### src/rtl/lsu.sv
`default_nettype none
// ============================================================================
// Module  : lsu
// Brief   : Load/store unit; one request at a time, size-encoded memory
//           accesses, optional byte splitting of misaligned half/word accesses.
// Rev     : 1.0
// ============================================================================
module lsu #(
    parameter int unsigned RD_LAT           = 1,
    parameter bit          SPLIT_MISALIGNED = 1'b1
) (
    input  logic        clk,
    input  logic        rst_n,
    input  logic        req_valid,
    output logic        req_ready,
    input  logic        req_we,
    input  logic [2:0]  req_funct3,
    input  logic [31:0] req_addr,
    input  logic [31:0] req_wdata,
    output logic        rsp_valid,
    output logic [31:0] rsp_rdata,
    output logic        rsp_err,
    output logic [31:0] mem_addr,
    output logic [1:0]  mem_sel,
    output logic        mem_wen,
    output logic [31:0] mem_data_i,
    input  logic [31:0] mem_data_o
);

    typedef enum logic [1:0] {
        IDLE   = 2'd0,
        ACCESS = 2'd1,
        WAIT   = 2'd2,
        RESP   = 2'd3
    } state_t;

    localparam bit         NO_LAT   = (RD_LAT == 0);
    localparam logic [1:0] LAT_INIT = 2'((RD_LAT > 0) ? (RD_LAT - 1) : 0);

    state_t      state_q;
    logic        we_q;
    logic [2:0]  funct3_q;
    logic [31:0] addr_q;
    logic [31:0] wdata_q;
    logic        split_q;
    logic [1:0]  last_q;
    logic [1:0]  byte_q;
    logic [1:0]  lat_q;
    logic [31:0] acc_q;
    logic        rsp_valid_q;
    logic [31:0] rsp_rdata_q;
    logic        rsp_err_q;
    logic [31:0] mem_addr_q;
    logic [1:0]  mem_sel_q;
    logic        mem_wen_q;
    logic [31:0] mem_data_q;

    // Request decode, evaluated on the accept cycle
    logic [1:0]  req_sel_d;
    logic        req_legal_d;
    logic        req_misal_d;
    logic        req_split_d;
    logic        req_err_d;
    logic [1:0]  req_last_d;
    logic [31:0] req_data_d;

    always_comb begin
        req_sel_d   = req_funct3[1:0];
        if (req_we) begin
            req_legal_d = !req_funct3[2] && (req_funct3[1:0] != 2'b11);
        end else begin
            req_legal_d = (req_funct3 != 3'b011) && (req_funct3 != 3'b110) &&
                          (req_funct3 != 3'b111);
        end
        req_misal_d = ((req_sel_d == 2'd1) && req_addr[0]) ||
                      ((req_sel_d == 2'd2) && (req_addr[1:0] != 2'b00));
        req_split_d = req_misal_d && SPLIT_MISALIGNED;
        req_err_d   = !req_legal_d || (req_misal_d && !SPLIT_MISALIGNED);
        req_last_d  = 2'd0;
        if (req_split_d) begin
            req_last_d = (req_sel_d == 2'd2) ? 2'd3 : 2'd1;
        end
        if (req_split_d || (req_sel_d == 2'd0)) begin
            req_data_d = {24'd0, req_wdata[7:0]};
        end else if (req_sel_d == 2'd1) begin
            req_data_d = {16'd0, req_wdata[15:0]};
        end else begin
            req_data_d = req_wdata;
        end
    end

    // Per-byte stepping and load data assembly
    logic [1:0]  byte_nxt_d;
    logic [31:0] addr_nxt_d;
    logic [31:0] wbyte_nxt_d;
    logic [31:0] acc_d;
    logic [31:0] load_d;
    logic [31:0] ext_d;
    logic        step_d;

    always_comb begin
        byte_nxt_d  = byte_q + 2'd1;
        addr_nxt_d  = addr_q + {30'd0, byte_nxt_d};
        wbyte_nxt_d = {24'd0, 8'(wdata_q >> {byte_nxt_d, 3'b000})};
        acc_d       = acc_q | ({24'd0, mem_data_o[7:0]} << {byte_q, 3'b000});
        load_d      = split_q ? acc_d : mem_data_o;
        case (funct3_q)
            3'b000:  ext_d = {{24{load_d[7]}}, load_d[7:0]};
            3'b001:  ext_d = {{16{load_d[15]}}, load_d[15:0]};
            3'b100:  ext_d = {24'd0, load_d[7:0]};
            3'b101:  ext_d = {16'd0, load_d[15:0]};
            default: ext_d = load_d;
        endcase
        // A step either completes a store byte or samples the current load byte
        step_d = ((state_q == ACCESS) && (we_q || NO_LAT)) ||
                 ((state_q == WAIT) && (lat_q == 2'd0));
    end

    always_ff @(posedge clk or negedge rst_n) begin
        if (!rst_n) begin
            state_q     <= IDLE;
            we_q        <= 1'b0;
            funct3_q    <= 3'd0;
            addr_q      <= 32'd0;
            wdata_q     <= 32'd0;
            split_q     <= 1'b0;
            last_q      <= 2'd0;
            byte_q      <= 2'd0;
            lat_q       <= 2'd0;
            acc_q       <= 32'd0;
            rsp_valid_q <= 1'b0;
            rsp_rdata_q <= 32'd0;
            rsp_err_q   <= 1'b0;
            mem_addr_q  <= 32'd0;
            mem_sel_q   <= 2'd0;
            mem_wen_q   <= 1'b0;
            mem_data_q  <= 32'd0;
        end else begin
            rsp_valid_q <= 1'b0;
            rsp_rdata_q <= 32'd0;
            rsp_err_q   <= 1'b0;
            mem_wen_q   <= 1'b0;
            case (state_q)
                IDLE: begin
                    if (req_valid) begin
                        we_q     <= req_we;
                        funct3_q <= req_funct3;
                        addr_q   <= req_addr;
                        wdata_q  <= req_wdata;
                        split_q  <= req_split_d;
                        last_q   <= req_last_d;
                        byte_q   <= 2'd0;
                        acc_q    <= 32'd0;
                        if (req_err_d) begin
                            state_q     <= RESP;
                            rsp_valid_q <= 1'b1;
                            rsp_err_q   <= 1'b1;
                        end else begin
                            state_q    <= ACCESS;
                            mem_addr_q <= req_addr;
                            mem_sel_q  <= req_split_d ? 2'd0 : req_sel_d;
                            mem_wen_q  <= req_we;
                            mem_data_q <= req_data_d;
                        end
                    end
                end
                ACCESS, WAIT: begin
                    if (step_d) begin
                        if (!we_q) begin
                            acc_q <= acc_d;
                        end
                        if (byte_q == last_q) begin
                            state_q     <= RESP;
                            rsp_valid_q <= 1'b1;
                            rsp_rdata_q <= we_q ? 32'd0 : ext_d;
                        end else begin
                            state_q    <= ACCESS;
                            byte_q     <= byte_nxt_d;
                            mem_addr_q <= addr_nxt_d;
                            mem_wen_q  <= we_q;
                            mem_data_q <= wbyte_nxt_d;
                        end
                    end else if (state_q == ACCESS) begin
                        state_q <= WAIT;
                        lat_q   <= LAT_INIT;
                    end else begin
                        lat_q <= lat_q - 2'd1;
                    end
                end
                RESP: begin
                    state_q <= IDLE;
                end
                default: begin
                    state_q <= IDLE;
                end
            endcase
        end
    end

    assign req_ready  = (state_q == IDLE);
    assign rsp_valid  = rsp_valid_q;
    assign rsp_rdata  = rsp_rdata_q;
    assign rsp_err    = rsp_err_q;
    assign mem_addr   = mem_addr_q;
    assign mem_sel    = mem_sel_q;
    assign mem_wen    = mem_wen_q;
    assign mem_data_i = mem_data_q;

endmodule
`default_nettype wire

### config.mk
export PLATFORM = sky130hd
export DESIGN_NAME = lsu
export DESIGN_NICKNAME = d
export VERILOG_FILES = /design/src/rtl/lsu.sv
export SDC_FILE = /design/constraint.sdc
export NUM_CORES = 1
export LEC_CHECK = 0
export ABC_AREA = 1
export BUFFER_PORTS_ARGS = -buffer_cell sky130_fd_sc_hd__buf_2
export CORE_ASPECT_RATIO = 0.7
export CORE_UTILIZATION = 30
export DETAILED_ROUTE_END_ITERATION = 10
export PLACE_DENSITY_LB_ADDON = 0.25
export SLEW_MARGIN = 40
export SYNTH_ARGS = -nofsm -noshare
export SYNTH_HDL_FRONTEND = slang
export SYNTH_SLANG_ARGS = --single-unit
export TNS_END_PERCENT = 10
### constraint.sdc
create_clock -name clk -period 2.5 [get_ports clk]
set_input_delay 0.5 -clock clk [delete_from_list [all_inputs] [get_ports clk]]
set_output_delay 0.5 -clock clk [all_outputs]
set_load 0.05 [all_outputs]
## After elaboration in Yosys (flattened, before gate mapping)

Index checks and enable logic that the tools add are counted.

| operators by class | value |
|---|---|
| $add $sub $neg | 3 |
| eq/ne operators | 19 |
| shift operators | 2 |
| mux-type cells | 48 |
| bitwise operators | 2 |
| reductions and logical operators | 25 |

Operator list:

| operator | count |
|---|---|
| $mux W32 | 18 |
| $pmux W32 S2 | 3 |
| $pmux W32 S4 | 1 |
| $add A32 B2 Y32 | 1 |
| $or A32 B32 Y32 | 1 |
| $shl A8 B5 Y32 | 1 |
| $shr A32 B5 Y8 | 1 |
| $mux W2 | 12 |
| $mux W1 | 10 |
| $ne A2 B2 Y1 const B | 5 |
| $ne A3 B3 Y1 const B | 3 |
| $reduce_and A4 Y1 | 2 |
| $logic_and A1 B1 Y1 | 7 |
| $eq A2 B2 Y1 const B | 3 |
| $eq A3 B3 Y1 const B | 2 |
| $logic_not A2 Y1 | 3 |
| $pmux W2 S3 | 1 |
| $reduce_and A2 Y1 | 3 |
| $reduce_and A5 Y1 | 1 |
| $eq A2 B1 Y1 const B | 2 |
| $pmux W1 S2 | 2 |
| $pmux W2 S2 | 1 |
| $reduce_bool A2 Y1 | 2 |
| $eq A3 B1 Y1 const B | 1 |
| other kinds (11) | 13 |

| word-level totals | value |
|---|---|
| bits in registers | 210 |
| input port bits | 103 |
| output and inout bits | 102 |
| logic and storage cells | 116 |

## Logic depth before layout (Yosys ltp)

Gate-level depths: netlist of run 1.

| logic depth | value |
|---|---|
| word-level depth | 8 |
| gate-level depth with buffers | 15 |
| mapped depth without buffers | 13 |

## Least setup slack after synthesis of run 1

No wires, ideal clock.

| path | value |
|---|---|
| kind | register to register |
| start | register byte_q[0] |
| end | register mem_addr_q[6], in the netlist mem_addr[6] |
| library setup time | 0.118 ns |
| arrival time | 2.080 ns |
| required time | 2.382 ns |
| setup slack | 0.302 ns |
| stages on the path, launching flop included | 14 |
| path buffers | 3 |
| period minus slack after synthesis | 2.198 ns |
| cells stage by stage | dfrtp_1 buf_6 inv_2 buf_6 buf_2 ha_1 fa_1 nand3_1 nor2_1 or2_2 nand3_1 o21ai_0 nand2_1 nand2_1 |

| between the ends | value |
|---|---|
| cells in the longest elaborated chain, start to end | 5 |
| elaborated cells on any way between the ends | 8 |
| those cells by class | add/sub (2); eq/ne (2); mux (3); reduce/logical (1) |

Ends and longest elaborated chain:

| what | RTL line | RTL |
|---|---|---|
| start, declared | 47 | `logic [1:0] byte_q;` |
| start signal, assigned | 178 | `byte_q <= byte_nxt_d;` |
| $add A2 B1 Y2 | 102 | `byte_nxt_d = byte_q + 2'd1;` |
| $add A32 B2 Y32 | 103 | `addr_nxt_d = addr_q + {30'd0, byte_nxt_d};` |
| $mux W32 | 172 | `if (byte_q == last_q) begin` |
| $mux W32 | 168 | `if (step_d) begin` |
| $pmux W32 S2 | 143 | `case (state_q)` |
| end signal, assigned | 160 | `mem_addr_q <= req_addr;` |
| end signal, assigned | 179 | `mem_addr_q <= addr_nxt_d;` |
| end, declared | 53 | `logic [31:0] mem_addr_q;` |

Parallel ways exist; a longest one is shown, timed or not. The select of a mux whose other input is x is not followed.
A chain may end at the register's enable or synchronous reset.

## Worst setup path after layout of run 1

| path | value |
|---|---|
| start | register byte_q[0] |
| end | register mem_addr_q[31], in the netlist mem_addr[31] |

Same word-level chain as after synthesis.

==> flow_metrics.env, run 1 <==
export IMPL_critPathLaunchType="register"
export IMPL_r2r_end="mem_addr[31]"
export IMPL_crit_top_cell="nand2_1"
export IMPL_path_cells="nand2_1 > clkinv_1 > nor2_1 > ha_1 > nand2_1 > nand2_1 > nand2_1 > nor2_2 > nand2_1 > nand2_1 > nand3_1 > nand2_1 > nand2_1"
export IMPL_dp_final_hpwl_mm=24.57
export IMPL_clk_path_buf_depth=3
export IMPL_drt_pass1_iter_count=5
export IMPL_worstPathRequired_ns=2.92
export IMPL_internal_power_mw=9.499
export IMPL_syn_num_nets=1469
export IMPL_grt_pass1_wl_mm=53.12
export IMPL_avgViaCountPerCell=4.704
export IMPL_syn_inst=1358
export IMPL_min_path_type="in2reg"
export IMPL_fin_tns_setup_ns=0
export IMPL_crit_arrival_ns=2.70
export IMPL_netlist_cell_type_count=37
export IMPL_track_usage_pct=19.37
export IMPL_antenna_found_initial=3
export IMPL_die_height_microns=158.1
export IMPL_syn_area_sq_um=10440
export IMPL_worst_path_largest_cell_delay_ns=0.42
export IMPL_cts_sinks=209
export IMPL_overflow=0
export IMPL_clkLatencyLatePin_ns=0.54
export IMPL_drv_cap=0
export IMPL_p_seq_share_pct=29.3
export IMPL_ys_warnings_count=0
export IMPL_io_buffer_count=204
export IMPL_rsz0062_at_grt="false"
export IMPL_rows=56
export IMPL_pin_count=205
export IMPL_cts_tree="built"
export IMPL_syn2layout_area_growth_pct=22.17
export IMPL_cp_num_cells=13
export IMPL_cts_made_buffers=24
export IMPL_vias=9534
export IMPL_nets=1659
export IMPL_grt_pass1_vias=9081
export IMPL_clkPwrFrac_pct=18.2
export IMPL_period_minus_slack_ns=2.277
export IMPL_cp_slowest_cell="dfrtp_1"
export IMPL_synth_ff_type="dfrtp_1"
export IMPL_hold_violations=0
export IMPL_ff2ff_path_depth=13
export IMPL_crit_start="byte_q[0]"
export IMPL_finalSetupViolations=0
export IMPL_gp_congestion=0.9190
export IMPL_synth_top_area_cell="dfrtp_1"
export IMPL_initial_core_util_pct=30.85
export IMPL_synth_avg_cell_area_sq_um=7.689
export IMPL_fin_crit_sh_pct=91.09
export IMPL_root_buffer="clkbuf_16"
export IMPL_placed_cell_area_sq_um=11970
export IMPL_swShare_pct=50.51
export IMPL_holdWs_ns=0.1753
export IMPL_max_freq_mhz=439.1
export IMPL_postLayoutCoreUtil_pct=37.69
export IMPL_ant_nets=0
export IMPL_fin_area_sq_um=12760
export IMPL_p_per_area_nw_per_um2=1505
export IMPL_worst_setup_path_type="reg2reg"
export IMPL_yosysMostFrequentCell="nand2_1"
export IMPL_status="completed"
export IMPL_die_width_microns=225.0
export IMPL_die_area_sq_um=35570
export IMPL_wl_per_cell_microns=16.85
export IMPL_coreArea_sq_um=33840
export IMPL_grt_max_degree=83
export IMPL_synth_edf_count=0
export IMPL_cp_top_family="simple AND/OR/NAND/NOR gates"
export IMPL_async_flop_share_pct=100.0
export IMPL_drive_above_1_share_pct=19.21
export IMPL_fin_skew_ns=0.01726
export IMPL_synth_top_area_share_pct=50.09
export IMPL_synth_area_leaders="dfrtp_1, nand2_1, o21ai_0, nor2_1, inv_1"
export IMPL_crit_fanout=7
export IMPL_drv_slew=0
export IMPL_wirelength_mm=34.15
export IMPL_combPwrFrac_pct=52.4
export IMPL_drc_errors=0
export IMPL_r2r_start="byte_q[0]"
export IMPL_yosysSeqAreaShare_pct=50.09
export IMPL_htreeDepth=1
export IMPL_reg2reg_slack_ns=0.22
export IMPL_path_clk_slew_ns=0.06
export IMPL_worstMarginPinSlew_ns=0.6783
export IMPL_first_iter_violations=723
export IMPL_netSwitchingPower_mw=9.695
export IMPL_endpoint_kind="register"
export IMPL_max_slew_margin_pct=54.78
export IMPL_critPathBufInv=1
export IMPL_synth_common_cells="nand2_1, dfrtp_1, nor2_1"
export IMPL_vdd_ir_drop_max_mv=0.9886
export IMPL_p_leak_nw=6.475
export IMPL_cp_endpoint="mem_addr[31]"
export IMPL_synth_seq_cells=209
==> state kept, by name (all words and copies together) (netlist names), 3 cells and up <==
signal      cells
acc_q          32
funct3_q        3
mem_data_i     32
addr_q         32
wdata_q        32
mem_addr       32
rsp_rdata      32
==> layout by cell type (no fill, tap or decap), drive strengths merged, types with 5 or more instances in the layout <==
cell and count:
a31oi 5, nand3b 5, ha 7, dfrtp 209, buf 229, clkinv 5, o31ai 29, inv 93
and2 5, clkbuf 32, a22o 8, nand2 537, nand3 66, o21bai 28, o21ai 111, a211oi 8
a21oi 20, xor2 5, nor2 141
==> per-layer routing <==
| layer | GRT usage (%) | wire length (microns) | up-vias |
|---|---|---|---|
| li1 | - | - | 4698 |
| met3 | 4.102 | 2218 | 38 |
| met2 | 26.59 | 13490 | 269 |
| met1 | 30.53 | 17930 | 4525 |
| met4 | 3.661 | 486 | 4 |
| met5 | 0 | 25 | - |
==> worst min path at each step <==
stage                     depth (start not counted)          start           end
after global routing                              3  req_wdata[30]   wdata_q[30]
after global placement                            2      acc_q[23]     acc_q[23]
final                                             3    req_addr[2]     addr_q[2]
after floorplan                                   0          rst_n      acc_q[0]
after CTS                                         3    req_addr[2]     addr_q[2]
after detailed placement                          2   mem_addr[30]  mem_addr[30]
==> cells by family after synthesis <==
group	count (synthesis)	synth area share (%)
AO/OA/AOI/OAI	214	12.27
XOR/XNOR	8	0.6711
adder cells (fa/ha/maj)	8	1.031
buffers and inverters	161	6.794
flip-flops	209	50.09
AND/OR/NAND/NOR	758	29.14
==> worst min-delay path: stages <==
cell and delay [ns]:
buf_2 0.09, nand2_1 0.05, nand2_1 0.04
==> stage by stage <==
stage	power (mW)	setup slack (ns)	std cells
2_1_floorplan	12.97	0.3021	1358
3_3_place_gp	15.62	0.3043	1985
3_5_place_dp	15.74	0.2257	1985
4_1_cts	19.33	0.1915	2026
5_1_grt	20.77	0.02684	2026
6_report	19.19	0.2227	2027
==> final cells by class <==
cell class / count / area [sq um]
clock inverter: 8 / 86.33
tap: 464 / 580.6
multi-input combinational: 988 / 4512
fill: 3530 / 21090
timing repair buffer: 230 / 1308
clock buffer: 32 / 680.7
sequential: 209 / 5230
antenna: 1 / 2.502
inverter: 95 / 356.6
==> repair_timing <==
action / 4_1_cts / 5_1_grt
resized for setup: 0 / 2
hold endpoints to repair: 56 / 0
buffers inserted: 0 / 0
hold buffers: 1 / 0
endpoints found under the setup margin: 0 / 4
==> power groups by stage <==
stage          registers (mW)  logic (mW)  clock network, mW
5_1_grt                  5.79        11.3               3.71
3_3_place_gp             5.64        9.98                  0
3_5_place_dp             5.65        10.1                  0
2_1_floorplan            7.14        5.83                  0
4_1_cts                  5.62        10.1               3.59
6_report                 5.63        10.1               3.50
No activity file was read; power rests on OpenSTA's default activity.
==> run 2, diff against run 1 <==
--- a/config.mk
+++ b/config.mk
@@ -8,9 +8,9 @@
 export ABC_AREA = 1
 export BUFFER_PORTS_ARGS = -buffer_cell sky130_fd_sc_hd__buf_2
 export CORE_ASPECT_RATIO = 0.7
+export CORE_MARGIN = 2
 export CORE_UTILIZATION = 30
 export DETAILED_ROUTE_END_ITERATION = 10
-export PLACE_DENSITY_LB_ADDON = 0.25
 export SLEW_MARGIN = 40
 export SYNTH_ARGS = -nofsm -noshare
 export SYNTH_HDL_FRONTEND = slang
==> run 2 against run 1 <==
  * Global-route usage is 0.41 points lower
  * Critical endpoint is now mem_addr[4]
  * Final cell count is 0.79% higher
  * Largest power group unchanged
  * Register-to-register slack improved by 0.06 ns
==> flow_metrics.env, run 2 (synthesis gave the netlist of run 1 again) <==
export IMPL_r2r_start="state_q[0]"
export IMPL_r2r_end="mem_addr[4]"
export IMPL_drt_pass1_iter_count=5
export IMPL_coreArea_sq_um=34520
export IMPL_p_per_area_nw_per_um2=1515
export IMPL_crit_fanout=60
export IMPL_postLayoutCoreUtil_pct=37.16
export IMPL_layout_commonest_cell="nand2_1"
export IMPL_status="completed"
export IMPL_nets=1661
export IMPL_path_clk_slew_ns=0.06
export IMPL_worst_setup_path_type="reg2reg"
export IMPL_io_buffer_count=204
export IMPL_die_area_sq_um=36340
export IMPL_critPathBufInv=3
export IMPL_worstMarginPinSlew_ns=0.7471
export IMPL_pre_cts_slack_ns=0.2524
export IMPL_endpoint_kind="register"
export IMPL_fin_crit_sh_pct=88.65
export IMPL_worst_path_largest_cell_delay_ns=0.59
export IMPL_cp_num_cells=9
export IMPL_hold_path_depth=3
export IMPL_gp_congestion=0.8827
export IMPL_drive_above_1_share_pct=19.34
export IMPL_grt_pass1_vias=9162
export IMPL_drv_cap=0
export IMPL_drv_slew=0
export IMPL_post_cts_buffers=0
export IMPL_cts_sinks=209
export IMPL_die_height_microns=160.1
export IMPL_root_buffer="clkbuf_16"
export IMPL_avgViaCountPerCell=4.696
export IMPL_ant_nets=0
export IMPL_critPathLaunchType="register"
export IMPL_crit_arrival_ns=2.63
export IMPL_max_slew_margin_pct=50.19
export IMPL_wl_per_cell_microns=16.79
export IMPL_wirelength_mm=34.29
export IMPL_fin_skew_ns=0.02540
export IMPL_clkLatencyLatePin_ns=0.55
export IMPL_initial_core_util_pct=30.25
export IMPL_p_leak_nw=6.519
export IMPL_overflow=0
export IMPL_syn2layout_area_growth_pct=22.85
export IMPL_period_minus_slack_ns=2.216
export IMPL_hold_violations=0
export IMPL_clk_path_buf_depth=3
export IMPL_crit_start="state_q[0]"
export IMPL_ff2ff_path_depth=9
export IMPL_cts_made_buffers=24
export IMPL_antenna_found_initial=7
export IMPL_vias=9593
export IMPL_dp_final_hpwl_mm=24.54
export IMPL_pin_count=205
export IMPL_drc_errors=0
export IMPL_htreeDepth=1
export IMPL_worstPathRequired_ns=2.91
export IMPL_reg2reg_slack_ns=0.28
export IMPL_first_iter_violations=690
export IMPL_fin_tns_setup_ns=0
export IMPL_finalSetupViolations=0
export IMPL_holdWs_ns=0.1632
export IMPL_track_usage_pct=18.95
export IMPL_grt_pass1_wl_mm=53.47
export IMPL_vdd_ir_drop_max_mv=0.8459
export IMPL_final_cell_mix="nand2_1, dfrtp_1, buf_2"
export IMPL_cp_top_family="buffers and inverters"
export IMPL_rows=57
export IMPL_die_width_microns=227.0
export IMPL_worst_slack_ns=0.2838
export IMPL_cp_endpoint="mem_addr[4]"
export IMPL_cts_tree="built"
export IMPL_cp_slowest_cell="buf_4"
export IMPL_rsz0062_at_grt="false"
export IMPL_path_cells="inv_1 > ha_2 > inv_2 > buf_4 > a21oi_1 > o21ai_0 > o21ai_0 > nand2_1 > nand2_1"
export IMPL_min_path_type="in2reg"
export IMPL_grt_max_degree=83
export IMPL_max_freq_mhz=451.2
run 2: cell count changes in the layout (fill, tap and decap cells not counted):
cell        previous run  this run
clkinv_2               2         5
bufinv_16              1         2
clkbuf_1               3         5
clkinv_8               1         0
buf_4                 18        20
clkinvlp_4             4         1
clkbuf_16             24        25
diode_2                1         4
run 2: area by class of cell:
| class | instances | area, sq um |
|---|---|---|
| Clock buffer | 35 | 713.2 |
| Timing Repair Buffer | 232 | 1323 |
| Clock inverter | 8 | 92.59 |
| Multi-Input combinational cell | 988 | 4512 |
| Fill cell | 3705 | 21690 |
| Inverter | 95 | 356.6 |
| Sequential cell | 209 | 5230 |
| Antenna cell | 4 | 10.01 |
| Tap cell | 472 | 590.6 |
run 2: power by group:
part / switching (mW) / internal (mW) / leakage [nW]
logic: 7.24 / 2.83 / 3.40
clock network: 1.48 / 2.18 / 0.398
registers: 0.982 / 4.71 / 2.72
total: 9.71 / 9.72 / 6.52
run 2: worst reg2reg max path, stage by stage (launching register included):
cell and delay, ns:
dfrtp_1 0.40, inv_1 0.12, ha_2 0.39, inv_2 0.10
buf_4 0.59, a21oi_1 0.09, o21ai_0 0.12, o21ai_0 0.12
nand2_1 0.10, nand2_1 0.05
run 2: worst min-delay path by stage:
stage,start,end,slack [ns]
finish,req_addr[29],addr_q[29],0.16
floorplan,rst_n,acc_q[0],0.20
global route,req_addr[28],addr_q[28],0.15
CTS,req_addr[29],addr_q[29],0.14
detailed placement,mem_addr[23],mem_addr[23],0.46
global placement,acc_q[26],acc_q[26],0.46
run 2: per-stage QoR:
step / power (mW) / instance area, sq um / cells
after global placement: 15.68 / 11990 / 1995
after global routing: 20.98 / 12820 / 2041
after floorplan: 12.97 / 10440 / 1358
final: 19.43 / 12830 / 2043
after detailed placement: 15.82 / 11990 / 1995
after CTS: 19.57 / 12810 / 2039
run 2: what timing repair did:
item	4_1_cts	5_1_grt
setup endpoints to repair	0	7
hold buffers	1	0
gates resized for setup	0	2
hold endpoints to repair	59	0
run 2: routing by layer:
layer  share of wire (%)  global-route usage [%]
met1                  51                   29.76
met2                  40                   25.58
met3                 7.6                   4.839
met4                 1.8                   4.278
met5               0.070                       0
